**config.mk**
```make
export PLATFORM = sky130hd
export DESIGN_NAME = mem_access_ctrl
export DESIGN_NICKNAME = d
export VERILOG_FILES = /design/src/rtl/mem_pkg.sv /design/src/rtl/mem_rr_arbiter.sv /design/src/rtl/mem_access_ctrl.sv
export SDC_FILE = /design/constraint.sdc
export NUM_CORES = 1
export LEC_CHECK = 0
export ABC_AREA = 1
export BUFFER_PORTS_ARGS = -buffer_cell sky130_fd_sc_hd__buf_2
export CAP_MARGIN = 10
export CORE_MARGIN = 2
export CORE_UTILIZATION = 49
export DETAILED_ROUTE_END_ITERATION = 10
export HOLD_SLACK_MARGIN = 0.15
export PLACE_DENSITY = 0.8
export SLEW_MARGIN = 0
export SYNTH_ARGS = -nofsm -noshare
export SYNTH_HDL_FRONTEND = slang
export SYNTH_SLANG_ARGS = --single-unit
```
**constraint.sdc**
```tcl
create_clock -name clk -period 2.05 [get_ports clk]
set_clock_uncertainty 0.2 [all_clocks]
set_input_delay 0.41 -clock clk [delete_from_list [all_inputs] [get_ports clk]]
set_output_delay 0.41 -clock clk [all_outputs]
set_load 0.005 [all_outputs]
```
**src/rtl/mem_pkg.sv**
```systemverilog
// Shared definitions for the two-port RAM access controller:
// access type codes, controller states, port identifiers and
// the alignment / read-data sizing helpers.
package mem_pkg;

    // Access type codes as seen on the RAM typeData pins
    localparam logic [1:0] BYTE = 2'b00;
    localparam logic [1:0] HALF = 2'b01;
    localparam logic [1:0] WORD = 2'b10;

    // Requester identifiers; also the bit index in the arbiter request vector
    localparam logic PORT_IF = 1'b0;
    localparam logic PORT_D  = 1'b1;

    // WAIT cycles allowed without moc before an access is aborted
    localparam int TIMEOUT_DEF = 16;

    typedef enum logic [2:0] {
        ST_IDLE    = 3'd0,
        ST_ISSUE   = 3'd1,
        ST_WAIT    = 3'd2,
        ST_RESP    = 3'd3,
        ST_RELEASE = 3'd4
    } state_t;

    // Alignment/legality of an access: only the two low address bits matter
    function automatic logic access_ok(input logic [1:0] typ, input logic [1:0] addr_lo);
        logic ok;
        case (typ)
            BYTE:    ok = 1'b1;
            HALF:    ok = (addr_lo[0] == 1'b0);
            WORD:    ok = (addr_lo == 2'b00);
            default: ok = 1'b0;
        endcase
        return ok;
    endfunction

    // Zero-extend the right-justified RAM output to the access size
    function automatic logic [31:0] size_rdata(input logic [1:0] typ, input logic [31:0] dout);
        logic [31:0] res;
        case (typ)
            BYTE:    res = {24'h000000, dout[7:0]};
            HALF:    res = {16'h0000, dout[15:0]};
            default: res = dout;
        endcase
        return res;
    endfunction

endpackage

```
**src/rtl/mem_rr_arbiter.sv**
```systemverilog
// Two-way round-robin arbiter. Request bit PORT_IF is the fetch port,
// bit PORT_D the data port. The last-grant memory only moves when both
// ports contend, so a lone requester never steals the next tie.
module mem_rr_arbiter
    import mem_pkg::*;
(
    input  logic       clk,
    input  logic       rst_n,
    input  logic [1:0] i_req,
    input  logic       i_advance,
    output logic [1:0] o_grant
);

    logic r_last_grant;

    // Pick a requester; on a tie favour the port that did not win last time
    always_comb begin
        o_grant = 2'b00;
        case (i_req)
            2'b01:   o_grant = 2'b01;
            2'b10:   o_grant = 2'b10;
            2'b11:   o_grant = (r_last_grant == PORT_D) ? 2'b01 : 2'b10;
            default: o_grant = 2'b00;
        endcase
    end

    // Remember the winner of each contended grant
    always_ff @(posedge clk or negedge rst_n) begin
        if (!rst_n) begin
            r_last_grant <= PORT_D;
        end else if (i_advance && (i_req == 2'b11)) begin
            r_last_grant <= o_grant[1] ? PORT_D : PORT_IF;
        end else begin
            r_last_grant <= r_last_grant;
        end
    end

endmodule

```
**src/rtl/mem_access_ctrl.sv**
```systemverilog
// Two-port (fetch / data) controller in front of a 256-byte RAM with an
// mv/moc handshake. Arbitrates, checks alignment, sequences the handshake
// with a timeout and returns a one-cycle ready/err with sized read data.
module mem_access_ctrl
    import mem_pkg::*;
#(
    parameter int ADDR_W  = 8,
    parameter int DATA_W  = 32,
    parameter int TIMEOUT = TIMEOUT_DEF
)(
    input  logic              clk,
    input  logic              rst_n,
    input  logic              if_req,
    input  logic [ADDR_W-1:0] if_addr,
    output logic              if_ready,
    output logic [DATA_W-1:0] if_rdata,
    output logic              if_err,
    input  logic              d_req,
    input  logic              d_rw,
    input  logic [1:0]        d_type,
    input  logic [ADDR_W-1:0] d_addr,
    input  logic [DATA_W-1:0] d_wdata,
    output logic              d_ready,
    output logic [DATA_W-1:0] d_rdata,
    output logic              d_err,
    output logic              mem_mv,
    output logic              mem_rw,
    output logic [ADDR_W-1:0] mem_addr,
    output logic [1:0]        mem_type,
    output logic [DATA_W-1:0] mem_din,
    input  logic [DATA_W-1:0] mem_dout,
    input  logic              mem_moc,
    output logic              busy
);

    localparam int CNT_W = $clog2(TIMEOUT + 1);

    state_t             r_state;
    logic               r_port;
    logic               r_touched;
    logic               r_busy;
    logic [CNT_W-1:0]   r_cnt;

    logic [1:0]         w_grant;
    logic               w_sel_port;
    logic               w_sel_rw;
    logic [1:0]         w_sel_type;
    logic [ADDR_W-1:0]  w_sel_addr;
    logic [DATA_W-1:0]  w_sel_wdata;
    logic               w_sel_ok;
    logic [DATA_W-1:0]  w_rd_sized;

    mem_rr_arbiter u_arb (
        .clk       (clk),
        .rst_n     (rst_n),
        .i_req     ({d_req, if_req}),
        .i_advance (r_state == ST_IDLE),
        .o_grant   (w_grant)
    );

    // Access attributes of the granted port; fetch is always a word read
    always_comb begin
        w_sel_port  = PORT_IF;
        w_sel_rw    = 1'b1;
        w_sel_type  = WORD;
        w_sel_addr  = if_addr;
        w_sel_wdata = {DATA_W{1'b0}};
        if (w_grant[1]) begin
            w_sel_port  = PORT_D;
            w_sel_rw    = d_rw;
            w_sel_type  = d_type;
            w_sel_addr  = d_addr;
            w_sel_wdata = d_wdata;
        end else begin
            w_sel_port  = PORT_IF;
        end
    end

    assign w_sel_ok   = access_ok(w_sel_type, w_sel_addr[1:0]);
    assign w_rd_sized = size_rdata(mem_type, mem_dout);
    assign busy       = r_busy;

    // Access sequencer: state, RAM-side outputs and requester responses
    always_ff @(posedge clk or negedge rst_n) begin
        if (!rst_n) begin
            r_state   <= ST_IDLE;
            r_port    <= PORT_IF;
            r_touched <= 1'b0;
            r_busy    <= 1'b0;
            r_cnt     <= {CNT_W{1'b0}};
            mem_mv    <= 1'b0;
            mem_rw    <= 1'b1;
            mem_addr  <= {ADDR_W{1'b0}};
            mem_type  <= 2'b00;
            mem_din   <= {DATA_W{1'b0}};
            if_ready  <= 1'b0;
            if_err    <= 1'b0;
            if_rdata  <= {DATA_W{1'b0}};
            d_ready   <= 1'b0;
            d_err     <= 1'b0;
            d_rdata   <= {DATA_W{1'b0}};
        end else begin
            case (r_state)
                ST_IDLE: begin
                    if (w_grant != 2'b00) begin
                        r_port <= w_sel_port;
                        r_busy <= 1'b1;
                        if (w_sel_ok) begin
                            // Setup values go out now so they are stable a cycle before mv
                            r_state   <= ST_ISSUE;
                            r_touched <= 1'b1;
                            mem_rw    <= w_sel_rw;
                            mem_addr  <= w_sel_addr;
                            mem_type  <= w_sel_type;
                            mem_din   <= w_sel_wdata;
                        end else begin
                            // Rejected access: answer with err, RAM pins untouched
                            r_state   <= ST_RESP;
                            r_touched <= 1'b0;
                            if (w_sel_port == PORT_D) begin
                                d_ready <= 1'b1;
                                d_err   <= 1'b1;
                            end else begin
                                if_ready <= 1'b1;
                                if_err   <= 1'b1;
                            end
                        end
                    end else begin
                        r_state <= ST_IDLE;
                    end
                end
                ST_ISSUE: begin
                    r_cnt   <= {CNT_W{1'b0}};
                    mem_mv  <= 1'b1;
                    r_state <= ST_WAIT;
                end
                ST_WAIT: begin
                    if (mem_moc) begin
                        mem_mv  <= 1'b0;
                        r_state <= ST_RESP;
                        if (r_port == PORT_D) begin
                            d_ready <= 1'b1;
                            d_rdata <= mem_rw ? w_rd_sized : {DATA_W{1'b0}};
                        end else begin
                            if_ready <= 1'b1;
                            if_rdata <= w_rd_sized;
                        end
                    end else if (r_cnt == CNT_W'(TIMEOUT - 1)) begin
                        mem_mv  <= 1'b0;
                        r_state <= ST_RESP;
                        if (r_port == PORT_D) begin
                            d_ready <= 1'b1;
                            d_err   <= 1'b1;
                        end else begin
                            if_ready <= 1'b1;
                            if_err   <= 1'b1;
                        end
                    end else begin
                        r_cnt <= r_cnt + CNT_W'(1);
                    end
                end
                ST_RESP: begin
                    if_ready <= 1'b0;
                    if_err   <= 1'b0;
                    if_rdata <= {DATA_W{1'b0}};
                    d_ready  <= 1'b0;
                    d_err    <= 1'b0;
                    d_rdata  <= {DATA_W{1'b0}};
                    if (r_touched) begin
                        r_state <= ST_RELEASE;
                    end else begin
                        r_state <= ST_IDLE;
                        r_busy  <= 1'b0;
                    end
                end
                ST_RELEASE: begin
                    // RAM must drop moc before the next access may start
                    if (!mem_moc) begin
                        r_state <= ST_IDLE;
                        r_busy  <= 1'b0;
                    end else begin
                        r_state <= ST_RELEASE;
                    end
                end
                default: begin
                    r_state <= ST_IDLE;
                    r_busy  <= 1'b0;
                    mem_mv  <= 1'b0;
                end
            endcase
        end
    end

endmodule

```
# == After elaboration in Yosys (flattened, before gate mapping) ==
# Cells that the tools add are included.
# word_totals
regBits,124
inputBits,88
word_cells,123
# op_classes
addsub,1
n_eq_ne,24
mux,56
bitwise,3
reduce_logical,22
# op_table
cell,n
two-way mux 32 bit,6
one-hot mux 32 bit (2 select lines),3
two-way mux 1 bit,26
"inequality test 2 bit, second input constant",12
one-hot mux 1 bit (3 select lines),6
two-way mux 3 bit,5
one-hot mux 3 bit (5 select lines),1
AND reduction 7 bit,2
AND reduction 3 bit,4
two-way mux 5 bit,2
one-hot mux 5 bit (2 select lines),1
AND reduction 5 bit,2
two-way mux 8 bit,1
"== test 2 x 1 -> 1 bit, second input constant",3
"== test 2 bit, second input constant",3
"== test 3 x 2 -> 1 bit, second input constant",2
logical NOT 2 bit,3
two-way mux 2 bit,3
one-hot mux 2 bit (3 select lines),1
nonzero test 2 bit,3
"adder 5 x 1 -> 5 bit, second input constant",1
"== test 5 x 4 -> 1 bit, second input constant",1
one-hot mux 1 bit (4 select lines),1
AND reduction 2 bit,2
other kinds (10),12

# == Depth between registers and ports, before layout ==
# Gate-level depths: netlist (run 1).
# logic_depth
word_depth,8
depth_mapped,12

# == Cells and area by module ==
# Synthesis (run 1) repeated with hierarchy kept, for this count alone.
# hier_totals
hier_cells,605
hier_area_um2,5348.9
# by_module_without_submodules
mod,instances,cells_per_inst,area_each_um2
mem_access_ctrl,1,597,5285.1
mem_rr_arbiter,1,8,63.8

# == Worst setup path after synthesis (run 1) ==
# OpenSTA, ideal clock, no wires.
# synth_timing
path_kind,register to register
start,register r_cnt[0]
end,register r_cnt[3]
setup_ns,0.123
arrival_ns,1.511
t_required_ns,1.727
path_slack_ns,0.215
path_stages_with_launch,11
path_buffers,0
synth_period_minus_slack_ns,1.835
path_cell_list,dfrtp_1 > ha_1 > nand2_1 > nor2_1 > ha_1 > nor2_1 > nand2_1 > nand2_1 > nand4_1 > o21ai_0 > a21oi_1
# synth_via
elab_chain_len,4
word_cells_on_any_way,7
cone_classes,add/sub: 1; eq/ne: 2; mux: 3; reduce/logical: 1
# synth_rtl
element,line,source
"start, declared",mem_access_ctrl.sv:42,logic [CNT_W-1:0] r_cnt;
"start signal, assigned",mem_access_ctrl.sv:90,r_cnt <= {CNT_W{1'b0}};
"start signal, assigned",mem_access_ctrl.sv:133,r_cnt <= {CNT_W{1'b0}};
"start signal, assigned",mem_access_ctrl.sv:159,r_cnt <= r_cnt + CNT_W'(1);
adder 5 x 1 -> 5 bit,mem_access_ctrl.sv:159,
two-way mux 5 bit,mem_access_ctrl.sv:148,end else if (r_cnt == CNT_W'(TIMEOUT - 1)) begin
two-way mux 5 bit,mem_access_ctrl.sv:138,if (mem_moc) begin
one-hot mux 5 bit (2 select lines),mem_access_ctrl.sv:103,case (r_state)
# Several ways; a longest one is shown, not always the timed one. The select of a mux whose other input is x is not followed.
# A chain may end at the register's enable or synchronous reset.

# == Final worst setup path (run 1) ==
# Ends and elaborated chain as after synthesis.

==> impl_metrics.tcl, run 1 <==
set metrics [dict create \
    worst_path_max_delay_cell "dfrtp_1" \
    dp.cells 935 \
    dr.pass1.iters 5 \
    grt_use_total_pct 29.1 \
    critical_path.top_delay_family "simple AND/OR/NAND/NOR gates" \
    fmax_mhz 496 \
    finalHoldViolCount 0 \
    pre_cts_ws_ns -0.0369 \
    timing.rr.start "r_cnt[0]" \
    die_w_um 109 \
    drt_iter0_markers 453 \
    cpMostUsedCell "ha_1" \
    route.vias.total 5546 \
    p_per_area_nw_per_um2 1450 \
    crit_required_ns 2.24 \
    htree_levels 4 \
    die_area_um2 11800 \
    synthCells 612 \
    crit_path_end_kind "register" \
    grt_pass1_wl_um 26500 \
    crit_path_cell_trace "ha_1 > nand2_1 > nor2_1 > ha_1 > nor2_2 > nand2_2 > nand2_4 > nand4_1 > o21ai_1 > a21oi_1" \
    critPathLaunchType "register" \
    routed_wl_um 16900 \
    area.growth.synth_to_final_pct 50.7 \
    yosysMostFrequentCell "nand2_1" \
    wl_per_cell_um 16.0 \
    p_leak_uw 0.00433 \
    p_total_uw 11700 \
    cts_root_buffer "clkbuf_8" \
    finalWorstSetupSlack_ns 0.0332 \
    finalCoreUtilization_pct 75.1 \
    crit_arrival_ns 2.20 \
    io_pins 201 \
    hold_slack_ns 0.183 \
    drv_slew 0 \
    drtAntennaViolNets 0 \
    hp-class "input pin to async pin" \
    fillCellCount 730 \
    syn_nets 702 \
    core_um2 10700 \
    async_flop_share_pct 100 \
    synthFlopType "dfrtp_1" \
    critPathLaunch "r_cnt[0]" \
    seq_area_frac_synth_pct 58.0 \
    synth_top_area_share_pct 57.0 \
    rsz0062_at_grt "true" \
    numCtsBuffers 17 \
    ys_types 30 \
    reg2reg_slack_ns 0.03 \
    fin_nets 994 \
    setup_viol 0 \
    drive_above_1_share_pct 30.1 \
    diodes 0 \
    maxCapViolations 0 \
    clkSinkCount 124 \
    path_class "register to register" \
    ys_ff_latch 124 \
    fp-row-count 38 \
    start_util_pct 49.8 \
    grt_max_degree 65 \
    synthTopCellsByArea "dfrtp_1, nand2_1, o21ai_0" \
    cts_tree "done" \
    place_congestion 0.820 \
    viasPerCell 5.25 \
    grt_pass1_vias 5567 \
    drc 0 \
    worst_pin_slew_ns 0.427 \
    post-dp-hpwl_um 10100 \
    peakVddDrop_mv 0.823 \
    syn_area_per_cell_um2 8.75 \
    layout.cells.non_filler 1057 \
    status "complete, no violations" \
    clockBufferDepth 2 \
    cp_max_fo 5 \
    synth_common_cells "nand2_1, dfrtp_1, o21ai_0" \
    die_y_um 109 \
    synth-edff-count 0 \
    path_clk_slew_ns 0.06 \
    overflow 0 \
    finalCriticalPeriod_ns 2.02 \
    max_stage_delay_ns 0.41 \
    ys_warn_count 0 \
    regArea_um2 3110 \
    synth_top_cell_by_area "dfrtp_1" \
    io_buffers 200 \
    multiInputGateArea_um2 1890 \
    antenna_found_initial 0 \
    path_buf_inv 0 \
    maxSlewHeadroom_pct 71.6 \
    syn-cell-area_um2 5360 \
    period_share_pct 98.4 \
    clk_latency_ns 0.51 \
]
-- path summary, 6_finish.rpt --
| check | end | depth (start not counted) |
|---|---|---|
| max | r_cnt[3] | 10 |
| max in group asynchronous | mem_addr[2] | 3 |
| min in group clk | r_state[1] | 5 |
| max reg2reg | r_cnt[3] | 10 |
| min | if_rdata[3] | 2 |
| min reg2reg | mem_din[4] | 2 |
-- metrics by stage --
step,setup TNS [ns],instance area (µm²)
3_5_place_dp,-0.0369,6570
4_1_cts,0,7990
6_report,0,8070
3_3_place_gp,0,6570
5_1_grt,-0.370,8070
2_1_floorplan,0,5360
-- power by group --
group          switching (µW)  internal (µW)  leakage (µW)  total (µW)
Sequential                604           3480       0.00162        4080
Combinational            2860           1960       0.00245        4820
Clock                    1120           1640      0.000261        2760
-- placed cells by master, fill, tap and decap left out, drive strengths merged --
cell / Yosys / layout
o211ai: 6 / 6
dlygate4sd3: 0 / 87
clkinvlp: 0 / 4
nand2: 194 / 194
nand4: 27 / 27
o21ai: 71 / 71
a21boi: 1 / 1
clkinv: 0 / 6
o31ai: 2 / 2
bufinv: 0 / 1
ha: 2 / 2
clkbuf: 7 / 21
nor3: 1 / 1
inv: 55 / 57
xnor2: 1 / 1
mux2i: 1 / 1
dfstp: 2 / 2
or2: 6 / 6
a21oi: 6 / 6
dfrtp: 122 / 122
o21bai: 1 / 1
buf: 27 / 218
nor2: 26 / 26
nand3: 53 / 53
nand3b: 1 / 1
-- what timing repair did --
item,4_1_cts,5_1_grt
pin swaps,0,2
hold endpoints to repair,234,0
setup endpoints to repair,1,42
hold buffers,87,0
cloned,0,2
resized for setup,2,7
buffers inserted,0,1
-- state kept, by name, summed over array words and instances (netlist names) --
signal and cells:
mem_mv 1, if_ready 1, r_state 3, d_err 1, mem_type 2, mem_addr 8
r_port 1, mem_rw 1, if_rdata 32, d_ready 1, busy 1, if_err 1
mem_din 32, d_rdata 32, u_arb.r_last_grant 1, r_touched 1, r_cnt 5
-- final cells by class --
cell class / instances / area share (%)
clock buffer: 19 / 5.35
clock inverter: 13 / 1.47
inverter: 55 / 2.59
multi-input combinational: 399 / 23.4
sequential: 124 / 38.5
tap: 140 / 2.17
timing repair buffer: 307 / 26.5
-- cells by family after synthesis --
group	count (synthesis)	share of synthesized area, %
xor gates and xnor gates	1	0.164
AOI/OAI and AO/OA	87	8.81
muxes	1	0.187
adders and majority gates	2	0.467
buffers and inverters	89	7.41
and+or+nand+nor	308	25.0
DFF	124	58.0
-- routing by layer --
metal	vias up	wire length [µm]	GRT usage, %
met1	2618	6680	33.9
met3	40	1460	10.1
met4	0	393	11.1
met5	-	0	0
li1	2581	-	-
met2	307	8400	49.4
(Power assumes the default switching activity.)
==> run 2: changes to the inputs <==
Settings changed: BUFFER_PORTS_ARGS -buffer_cell sky130_fd_sc_hd__buf_2 to unset, CORE_UTILIZATION 49 to 50, DONT_BUFFER_PORTS set to 1, PLACE_DENSITY 0.8 to unset, SKIP_CTS_REPAIR_TIMING set to 1.
==> run 2 against run 1 <==
  * The flow now finishes with violations (hold timing)
  * Sequential share of layout area increased by 4.8 points
  * Register-to-register slack improved by 0.04 ns
  * Combinational power decreased by 29%
  * Via count decreased by 18%
  * Clock power increased by 21%
  * Worst setup slack improved by 0.037 ns
  * Power decreased by 4.5%
  * Critical path depth unchanged
  * Count of clock-buffer cells in the layout decreased by 1
  * Maximum frequency increased by 1.9%
  * Die area decreased by 1.9%
==> impl_metrics.tcl, run 2 (synthesized netlist as in run 1, its figures left out) <==
set metrics [dict create \
    status "finished, violations left" \
    violations "hold timing" \
    cts_root_buffer "clkbuf_8" \
    fp-row-count 37 \
    maxSlewHeadroom_pct 66.1 \
    finalWorstSetupSlack_ns 0.0707 \
    wl_per_cell_um 16.2 \
    die_y_um 107 \
    path_class "register to register" \
    cts_tree "done" \
    grt_max_degree 125 \
    period_share_pct 96.6 \
    seqPwrFrac_pct 39.4 \
    hold_slack_ns -0.606 \
    critPathLaunchType "register" \
    finalHoldViolCount 124 \
    crit_arrival_ns 2.17 \
    numCtsBuffers 17 \
    grt_pass1_vias 4076 \
    p_comb_share_pct 30.5 \
    peakVddDrop_mv 0.702 \
    die_w_um 107 \
    path_clk_slew_ns 0.06 \
    reg2reg_slack_ns 0.07 \
    start_util_pct 51.6 \
    layout_common_cells "nand2_1, dfrtp_1, dlygate4sd3_1, o21ai_0, inv_1" \
    antenna_found_initial 0 \
    drtAntennaViolNets 0 \
    critPathLaunch "u_arb.r_last_grant" \
    crit_required_ns 2.24 \
    crit_path_end_kind "register" \
    dp.cells 728 \
    clockBufferDepth 2 \
    cp_max_fo 15 \
    finalCriticalPeriod_ns 1.98 \
    post-dp-hpwl_um 8240 \
    drt_iter0_markers 390 \
    fin_nets 793 \
    reg2reg_to "mem_din[17]" \
    final.setup.tns_ns 0 \
    area.growth.synth_to_final_pct 33.9 \
    place_congestion 0.829 \
    p_per_area_nw_per_um2 1550 \
    io_buffers 0 \
    p_clk_share_pct 30.1 \
    viasPerCell 5.36 \
    final_common_cell "nand2_1" \
    fmax_mhz 505 \
    maxCapViolations 0 \
    dr.pass1.iters 5 \
    worst_pin_slew_ns 0.507 \
    p_total_uw 11100 \
    grt_use_total_pct 21.8 \
    setup_viol 0 \
    route.vias.total 4568 \
    pre_cts_ws_ns 0.0742 \
    htree_levels 4 \
    overflow 0 \
    drv_slew 0 \
    core_um2 10400 \
    drive_above_1_share_pct 10.3 \
    p_leak_uw 0.00348 \
    ff2ff_path_depth 10 \
    netSwitchingPower_uw 4120 \
    layout.cells.non_filler 852 \
    grt_pass1_wl_um 19800 \
    intPower_uw 7010 \
    die_area_um2 11600 \
    clkSinkCount 124 \
    timing.rr.start "u_arb.r_last_grant" \
    drc 0 \
    swShare_pct 37.0 \
    hp-class "input pin to async pin" \
    reg_top3 "d_rdata x32, if_rdata x32, mem_din x32" \
    io_pins 201 \
    endpoint "mem_din[17]" \
    diodes 0 \
    routed_wl_um 13800 \
    clk_latency_ns 0.51 \
]
==> run 2: how the worst min path moves through the flow <==
stage,start,to,slack (ns),depth (start not counted)
floorplan,rst_n,busy,-0.09,0
global placement,rst_n,d_rdata[9],-0.08,0
detailed placement,rst_n,d_rdata[5],-0.08,0
CTS,rst_n,if_rdata[17],-0.63,0
global route,rst_n,d_rdata[3],-0.64,0
finish,rst_n,d_rdata[5],-0.61,0
==> run 2: critical path: stages (launching register included) <==
cell and delay, ns:
dfstp_2 0.54, nand2_1 0.11, nand2_4 0.15, inv_1 0.08
nand2_1 0.10, nand3_2 0.11, nand2_4 0.12, nand2_8 0.11
clkbuf_16 0.21, nand2_1 0.06, nand2_1 0.06
==> run 2: metrics by stage <==
step	area (µm²)	hold WS [ns]	utilization [%]
floorplan	5360	-0.0856	-
global route	7170	-0.642	69.1
detailed placement	5530	-0.0818	53.4
CTS	6200	-0.627	59.8
finish	7170	-0.606	69.1
global placement	5530	-0.0823	53.4
==> run 2: area by class of cell <==
cell class	count	area, µm²
repair buffers	106	1120
flip-flops and latches	124	3110
well taps	136	170
multi-input cells	399	1900
inverters	55	209
fillers	782	3200
clock buffers	18	428
clock inverters	14	241
==> run 2: per-layer routing <==
layer | up-vias | part of all wire [%] | track usage, %
li1 | 2172 | - | -
met1 | 2174 | 40 | 27.1
met2 | 203 | 49 | 34.2
met3 | 19 | 8.9 | 9.38
met4 | 0 | 1.4 | 7.69
met5 | - | 0 | 0
==> run 2: power by group through the flow <==
| stage | combinational [µW] | clock [µW] | sequential, µW |
|---|---|---|---|
| 3_3_place_gp | 3020 | 0 | 4400 |
| 6_report | 3400 | 3350 | 4390 |
| 4_1_cts | 3140 | 3410 | 4390 |
| 3_5_place_dp | 3120 | 0 | 4410 |
| 5_1_grt | 3870 | 3530 | 4520 |
| 2_1_floorplan | 2430 | 0 | 4100 |
==> run 3: changes to the inputs <==
Settings changed: CORE_MARGIN 2 to unset, SETUP_SLACK_MARGIN set to 0.5.
==> run 3 against run 2 <==
  * The run still ends with hold timing left
  * Critical path depth fell by 1
  * Flip-flop and latch count did not move
  * Worst setup slack improved by 0.024 ns
  * Non-clock buffer count rose by 44
==> impl_metrics.tcl, run 3 (synthesized netlist as in run 1, its figures left out) <==
set metrics [dict create \
    hp-class "input pin to async pin" \
    die_y_um 105 \
    worst_path_max_delay_cell "dfrtp_1" \
    maxCapViolations 0 \
    viasPerCell 5.77 \
    hold_slack_ns -0.623 \
    drtAntennaViolNets 0 \
    maxSlewHeadroom_pct 74.4 \
    cts_tree "done" \
    fmax_mhz 511 \
    clockBufferDepth 2 \
    violations "hold timing" \
    overflow 0 \
    numCtsBuffers 17 \
    die_area_um2 11100 \
    intPower_uw 8420 \
    drt_iter0_markers 363 \
    max_stage_delay_ns 0.43 \
    route.vias.total 5184 \
    fillCellCount 550 \
    die_w_um 105 \
    status "finished, violations left" \
    timing.rr.start "r_state[2]" \
    drc 0 \
    diodes 0 \
    crit_path_end_kind "register" \
    antenna_found_initial 0 \
    cpMostUsedCell "nand2_4" \
    finalCriticalPeriod_ns 1.96 \
    regArea_um2 3120 \
    pre_cts_ws_ns 0.127 \
    grt_max_degree 125 \
    p_clk_share_pct 19.3 \
    final.setup.tns_ns 0 \
    grt_pass1_vias 4135 \
    start_util_pct 51.6 \
    post-dp-hpwl_um 8830 \
    path_clk_slew_ns 0.06 \
    grt_pass1_wl_um 20700 \
    crit_path_cell_trace "nor2_2 > nand2_4 > inv_8 > nand2_4 > a21boi_4 > buf_12 > clkbuf_16 > nand4_1 > o21ai_1" \
    path_class "register to register" \
    reg2reg_slack_ns 0.09 \
    drive_above_1_share_pct 37.5 \
    fin_nets 839 \
    finalCoreUtilization_pct 83.4 \
    io_pins 201 \
    cp_max_fo 8 \
    p_leak_uw 0.00402 \
    reg_top3 "d_rdata x32, if_rdata x32, mem_din x32" \
    clkSinkCount 124 \
    seqPwrFrac_pct 32.0 \
    p_per_area_nw_per_um2 1670 \
    area.growth.synth_to_final_pct 61.5 \
    setup_viol 0 \
    critPathLaunchType "register" \
    core_um2 10400 \
    routed_wl_um 19700 \
    io_buffers 0 \
    period_share_pct 95.4 \
    cts_root_buffer "clkbuf_8" \
    dr.pass1.iters 5 \
    final_common_cell "dfrtp_1" \
    netSwitchingPower_uw 6040 \
    fp-row-count 37 \
    layout.cells.non_filler 898 \
    multiInputGateArea_um2 2680 \
    ff2ff_path_depth 9 \
    layout_common_cells "dfrtp_1, nand2_1, dlygate4sd3_1, inv_1, nand2_2" \
    rsz0062_at_grt "true" \
    worst_pin_slew_ns 0.383 \
    clk_latency_ns 0.53 \
    peakVddDrop_mv 1.31 \
    finalHoldViolCount 126 \
    finalWorstSetupSlack_ns 0.0949 \
    p_comb_share_pct 48.7 \
    wl_per_cell_um 21.9 \
    crit_required_ns 2.29 \
    htree_levels 4 \
    place_congestion 0.874 \
    grt_use_total_pct 24.0 \
    reg2reg_to "d_rdata[17]" \
    crit_arrival_ns 2.20 \
    swShare_pct 41.8 \
    drv_slew 0 \
    dp.cells 728 \
]
[run 3: changes by cell type in the layout (fill, tap and decap cells not counted), moves of 19 or more]
cell	change
nand2_1	-80
nand2_2	+41
nand2_4	+38
o21ai_0	-53
o21ai_1	+19
o21ai_2	+34
[run 3: worst max-delay path: cells and delay by family, from the launching register on]
family / cells / cell delay, ns
AO/OA/AOI/OAI: 2 / 0.34
buffers and inverters: 3 / 0.45
flip-flops: 1 / 0.43
AND/OR/NAND/NOR: 4 / 0.44
[run 3: through the flow]
| stage | area, µm² | hold WS [ns] | total power, µW |
|---|---|---|---|
| 5_1_grt | 8650 | -0.636 | 15100 |
| 2_1_floorplan | 5450 | -0.0856 | 6730 |
| 3_3_place_gp | 5590 | -0.0833 | 7530 |
| 6_report | 8650 | -0.623 | 14500 |
| 4_1_cts | 6140 | -0.639 | 10500 |
| 3_5_place_dp | 5590 | -0.0833 | 7660 |
[run 3: power by group through the flow]
stage / registers [µW] / clock network [µW] / logic [µW]
global placement: 4420 / 0 / 3110
floorplan: 4110 / 0 / 2620
finish: 4620 / 2800 / 7040
CTS: 4410 / 2800 / 3250
detailed placement: 4430 / 0 / 3230
global route: 4720 / 2910 / 7460
[run 3: cell type report]
type	count	area share [%]
tap	136	1.97
sequential	124	36.0
inverter	55	2.70
timing repair buffer	150	22.0
multi-input combinational	401	31.0
clock inverter	14	1.42
clock buffer	18	4.95
[run 3: worst max-delay path by stage]
| stage | endpoint | start | slack (ns) |
|---|---|---|---|
| floorplan | mem_addr[2] | u_arb.r_last_grant | 0.32 |
| global placement | r_cnt[3] | r_cnt[0] | 0.21 |
| detailed placement | if_rdata[22] | r_state[2] | 0.13 |
| CTS | mem_rw | mem_rw | 0.08 |
| global route | d_rdata[31] | r_state[2] | 0.04 |
| finish | d_rdata[17] | r_state[2] | 0.09 |
[run 3: per-layer routing]
layer	wire length [µm]	vias up	track usage [%]	share of wire, %
li1	-	2282	-	-
met3	1690	67	10.2	8.6
met2	10300	282	37.5	53
met5	0	-	0	0
met1	6900	2553	29.2	35
met4	728	0	10.2	3.7
